File: config.mk
export PLATFORM = sky130hd
export DESIGN_NAME = arith_serial_engine
export DESIGN_NICKNAME = d
export VERILOG_FILES = /design/src/rtl/arith_serial_engine.sv
export SDC_FILE = /design/constraint.sdc
export NUM_CORES = 1
export LEC_CHECK = 0
export CORE_UTILIZATION = 50
export CTS_BUF_LIST = sky130_fd_sc_hd__clkbuf_16
export DETAILED_ROUTE_END_ITERATION = 7
export PLACE_DENSITY_LB_ADDON = 0.12
export SLEW_MARGIN = 25
export SYNTH_ARGS = -nofsm -noshare
export SYNTH_HDL_FRONTEND = slang
export SYNTH_SLANG_ARGS = --single-unit
File: constraint.sdc
create_clock -name clk -period 1.9 [get_ports clk]
set_clock_uncertainty 0.05 [all_clocks]
set_input_delay 0.38 -clock clk [delete_from_list [all_inputs] [get_ports clk]]
set_output_delay 0.38 -clock clk [all_outputs]
set_load 0.005 [all_outputs]
File: src/rtl/arith_serial_engine.sv
// ---------------------------------------------------------------------------
// arith_serial_engine
// Bit-serial WIDTH-bit arithmetic unit. A single one-bit arithmetic slice
// (H = A ^ Y ^ C, Co = maj(A, Y, C)) is applied to one bit per clock, LSB
// first. The carry is held in a flop between bits.
//
// Ports
//   clk        rising-edge clock
//   rst        asynchronous, active-high reset
//   in_valid   request valid
//   in_ready   engine idle, request will be accepted
//   in_a/in_b  operands (WIDTH bits)
//   in_sel     {S1,S0}: 00 A+Cin, 01 A+B+Cin, 10 A-B-1+Cin, 11 A-1+Cin
//   in_cin     carry into bit 0
//   out_valid  result valid, held until out_ready
//   out_ready  consumer accepts the result
//   out_h      result (WIDTH bits)
//   out_cout   carry out of bit WIDTH-1
//   out_ovf    signed overflow; present only when ARITH_SERIAL_OVF_EN is defined
//
// Optional feature macro: ARITH_SERIAL_OVF_EN
// ---------------------------------------------------------------------------
module arith_serial_engine #(
  parameter int unsigned WIDTH = 8
) (
  input  logic             clk,
  input  logic             rst,
  input  logic             in_valid,
  output logic             in_ready,
  input  logic [WIDTH-1:0] in_a,
  input  logic [WIDTH-1:0] in_b,
  input  logic [1:0]       in_sel,
  input  logic             in_cin,
  output logic             out_valid,
  input  logic             out_ready,
  output logic [WIDTH-1:0] out_h,
  output logic             out_cout
`ifdef ARITH_SERIAL_OVF_EN
  ,
  output logic             out_ovf
`endif
);

  localparam int unsigned CNT_W = (WIDTH > 1) ? $clog2(WIDTH) : 1;
  localparam logic [CNT_W-1:0] LAST_BIT = CNT_W'(WIDTH - 1);

  typedef enum logic [1:0] {
    IDLE = 2'd0,
    RUN  = 2'd1,
    DONE = 2'd2
  } state_t;

  state_t           state;
  logic [CNT_W-1:0] cnt;
  logic [WIDTH-1:0] a_sr;
  logic [WIDTH-1:0] b_sr;
  logic [1:0]       sel_r;
  logic             carry;

  logic             y_c;
  logic             h_c;
  logic             co_c;

  // One-bit arithmetic slice on the current LSBs of the operand shifters.
  always_comb begin
    y_c = 1'b0;
    unique case (sel_r)
      2'b00:   y_c = 1'b0;
      2'b01:   y_c = b_sr[0];
      2'b10:   y_c = ~b_sr[0];
      default: y_c = 1'b1;
    endcase
    h_c  = a_sr[0] ^ y_c ^ carry;
    co_c = (a_sr[0] & y_c) | (a_sr[0] & carry) | (y_c & carry);
  end

  // Control FSM and datapath; out_h doubles as the result shift register,
  // filled from the top so bit 0 lands at the LSB after WIDTH shifts.
  always_ff @(posedge clk or posedge rst) begin
    if (rst) begin
      state     <= IDLE;
      cnt       <= '0;
      a_sr      <= '0;
      b_sr      <= '0;
      sel_r     <= 2'b00;
      carry     <= 1'b0;
      in_ready  <= 1'b1;
      out_valid <= 1'b0;
      out_h     <= '0;
      out_cout  <= 1'b0;
`ifdef ARITH_SERIAL_OVF_EN
      out_ovf   <= 1'b0;
`endif
    end else begin
      unique case (state)
        IDLE: begin
          if (in_valid && in_ready) begin
            a_sr     <= in_a;
            b_sr     <= in_b;
            sel_r    <= in_sel;
            carry    <= in_cin;
            cnt      <= '0;
            in_ready <= 1'b0;
            state    <= RUN;
          end
        end
        RUN: begin
          a_sr  <= a_sr >> 1;
          b_sr  <= b_sr >> 1;
          out_h <= {h_c, out_h[WIDTH-1:1]};
          carry <= co_c;
          if (cnt == LAST_BIT) begin
            cnt       <= '0;
            out_valid <= 1'b1;
            out_cout  <= co_c;
`ifdef ARITH_SERIAL_OVF_EN
            // carry register still holds the carry into the top bit here
            out_ovf   <= carry ^ co_c;
`endif
            state     <= DONE;
          end else begin
            cnt <= cnt + CNT_W'(1);
          end
        end
        DONE: begin
          if (out_ready) begin
            out_valid <= 1'b0;
            in_ready  <= 1'b1;
            state     <= IDLE;
          end
        end
        default: begin
          state <= IDLE;
        end
      endcase
    end
  end

endmodule

==> impl_summary.txt <==
----------------------------------------------------
[Run]
  Total of max-cap violations ... 0

[Die]
  Vertical extent of the die ... 58.2 um
  CORE AREA ... between 3000 and 4000 sq um
  Die X ... just under 60 um
  Total I/O pin count ... 34
  DIE AREA ... ~3400 sq um
  Starting utilization of the core area ... 52.2%
  Num rows ... 20

[Timing]
  Tightest slew margin relative to the limit ... 76.7%
  Setup repair after global routing missed its margin ... false
  Actual slew at the worst max-slew pin ... 0.349 ns
  Pins Over Slew Limit ... 0
  Period utilization ... 91.5%
  Final-report setup violation count ... 0
  Setup_tns ... 0 ns
  Final Critical Period ... roughly 1.7 ns
  Hold Fails Final Rpt ... 0
  Fmax ... between 0.5 and 0.6 GHz

[GRT]
  Gr usage total ... 20.3%
  Antenna violations before repair ... 0
  Remaining Overflow, GRT ... 0
  Via count of the first global-routing pass ... ~1.2k
  Pin count of the biggest net entering global routing ... 36
  Wire length of the first global-routing pass ... 5.08 mm

[Setup path]
  Dominant delay contributor by cell family on the critical path ... flip-flops
  Critical path data arrival time ... about 1.3 ns
  Max Fanout on Critical Path ... 4
  Largest incremental delay on the critical path ... 0.55 ns
  Crit path buffers/inverters ... 1
  Crit path launch type ... register
  Critical Path Sink Type ... output port
  Crit Path Class ... reg2out
  CP Data Required Time ... 1.47 ns
  CP max stage cell ... dfstp_2
  Critical R2R Launch ... in_ready
  Cells along the critical path ... clkdlybuf4s50_1
  Number of cells on the worst reg-to-reg path ... 4
  RR Endpoint ... b_sr[6]
  Register-to-register setup slack ... 0.36 ns

[Synthesis]
  Proportion of synthesized chip area in sequential cells ... 55.5%
  Post-Synthesis Net Count ... 180
  Top cells by area, synth ... dfrtp_1, nand2_1, mux2i_1
  Number of warning messages in the yosys log ... 0
  Count of unique library cells instantiated by Yosys ... 23
  Proportion of netlist area held by the largest area contributor ... around 54%
  Post-Syn Area ... 1580 sq um
  FF+latch count, synth ... 35
  Yosys top cell by area ... dfrtp_1
  Synthesized netlist cell count ... between 150 and 200
  Average footprint of a synthesized cell ... approximately 10 sq um

[Clock network]
  TritonCTS clock tree ... yes
  Post-cts resize count ... 0
  Clock-pin slew reported for the worst setup and hold paths after clock tree synthesis ... roughly 0.05 ns
  Buffer depth of the longest clock path ... 2
  Sinks on the clock net ... 35
  Clock root buffer ... clkbuf_16
  Clock buffers created by TritonCTS ... 5
  Count of buffers added by post-CTS timing repair for setup ... 0
  Clock latency of the later-clocked register in the worst-skew pair ... 0.27 ns
  H-tree depth ... 2
  Hold buffer count at cts ... 0

[Drt]
  Number of vias per cell ... 4.94
  Residual DRC ... 0
  Total length of routed wires ... 2.87 mm
  Initial detailed-routing violation count ... 39
  Antenna viol nets, final ... 0
  Routed length per placed instance ... 12.1 um
  Vias post-DR ... 1170
  Number of iterations in the first detailed-routing pass ... 4

[Place]
  Half-perimeter wire length of the detailed placement result ... between 2 and 2.5 mm
  Routability congestion estimate ... 0.699
  # port buffers ... 33
  Area after detailed placement ... between 1500 and 2000 sq um

[Cells and area]
  Syn-to-layout area delta ... 33.9%
  Final Net Count ... 219
  Share of layout cells above drive strength 1 ... 8.81%
  Final instance area ... 2120 sq um
  Number of antenna diodes ... 0

[Pwr]
  Static leakage power ... 0.000878 uW
  Max rail drop VDD ... 0.000494 V
  Power density of the placed cells ... 731 nW/um^2

[Status]
  Outcome ... finished, final reports clean

[Hold path]
  Tightest Hold Check Type ... in2async

----------------------------------------------------
==> power breakdown <==
| group | internal [uW] | total (uW) | switching, uW |
|---|---|---|---|
| logic | 44.8 | 67.2 | 22.4 |
| registers | 747 | 747 | 0 |
| clock network | 470 | 734 | 264 |
| total | 1260 | 1550 | 286 |
==> worst max-delay path by stage <==
| stage | slack, ns | start | endpoint | cells past startpoint |
|---|---|---|---|---|
| floorplan | 0.44 | b_sr[0] | out_cout | 3 |
| global placement | 0.1 | in_valid | sel_r[1] | 4 |
| detailed placement | 0.02 | in_valid | b_sr[6] | 5 |
| CTS | 0.15 | in_ready | in_ready | 1 |
| global route | 0.12 | in_ready | in_ready | 1 |
| finish | 0.16 | in_ready | in_ready | 1 |
==> placed cells by master, fill, tap and decap left out, drive strengths merged <==
cell type,n
nand2,50
dfrtp,34
clkdlybuf4s50,33
o21ai,21
mux2i,15
inv,8
buf,7
clkbuf,5
mux2,4
a21oi,3
ha,3
and2b,1
nand2b,1
and4bb,1
o21bai,1
or3,1
o32ai,1
o31ai,1
nor2,1
fa,1
dfstp,1
==> flip-flops by register name, summed over array words and instances (netlist names) <==
register / flops
a_sr: 8
b_sr: 8
out_h: 8
cnt: 3
sel_r: 2
state: 2
carry: 1
in_ready: 1
out_cout: 1
out_valid: 1
==> cell families after synthesis <==
family	synth area share (%)
and+or+nand+nor	14.2
DFF	55.5
muxes	12.4
buffers and inverters	5.23
adders and majority gates	3.64
AOI/OAI and AO/OA	9.11
==> area by class of cell <==
class                           instances  area [sq um]
Fill cell                             239           912
Clock buffer                            5           125
Tap cell                               44          55.1
Inverter                                5          18.8
Multi-Input combinational cell        105           621
Sequential cell                        35           877
Timing Repair Buffer                   40           408
Clock inverter                          3          11.3
==> metrics by stage <==
step	power (uW)	hold slack, ns	worst slack, ns	util [%]	cells
2_1_floorplan	772	0.399	0.443	-	153
3_3_place_gp	827	0.410	0.0977	65.4	229
3_5_place_dp	828	0.421	0.0161	65.4	229
4_1_cts	1570	0.413	0.148	69.9	237
5_1_grt	1610	0.453	0.121	69.9	237
6_report	1550	0.411	0.162	69.9	237
==> metal layers <==
layer	vias up	global-route usage [%]	routed length, um
li1	583	-	-
met1	562	24.0	1280
met2	21	34.0	1450
met3	4	4.91	96
met4	0	11.2	41
met5	-	0	0
==> cell usage after synthesis <==
library cell  number
or3_1              1
o31ai_1            1
and4bb_1           1
ha_1               3
o21ai_1           12
buf_2              2
nand2_1           50
o32ai_1            1
mux2i_1           15
inv_1              5
o21ai_0            9
and2b_1            1
o21bai_1           1
mux2_2             4
clkbuf_1           3
dfrtp_1           34
nand2b_1           1
nor2_1             1
dfstp_2            1
fa_1               1
buf_12             1
buf_6              2
a21oi_1            3
Note: power is estimated with default switching activity, not from simulation.
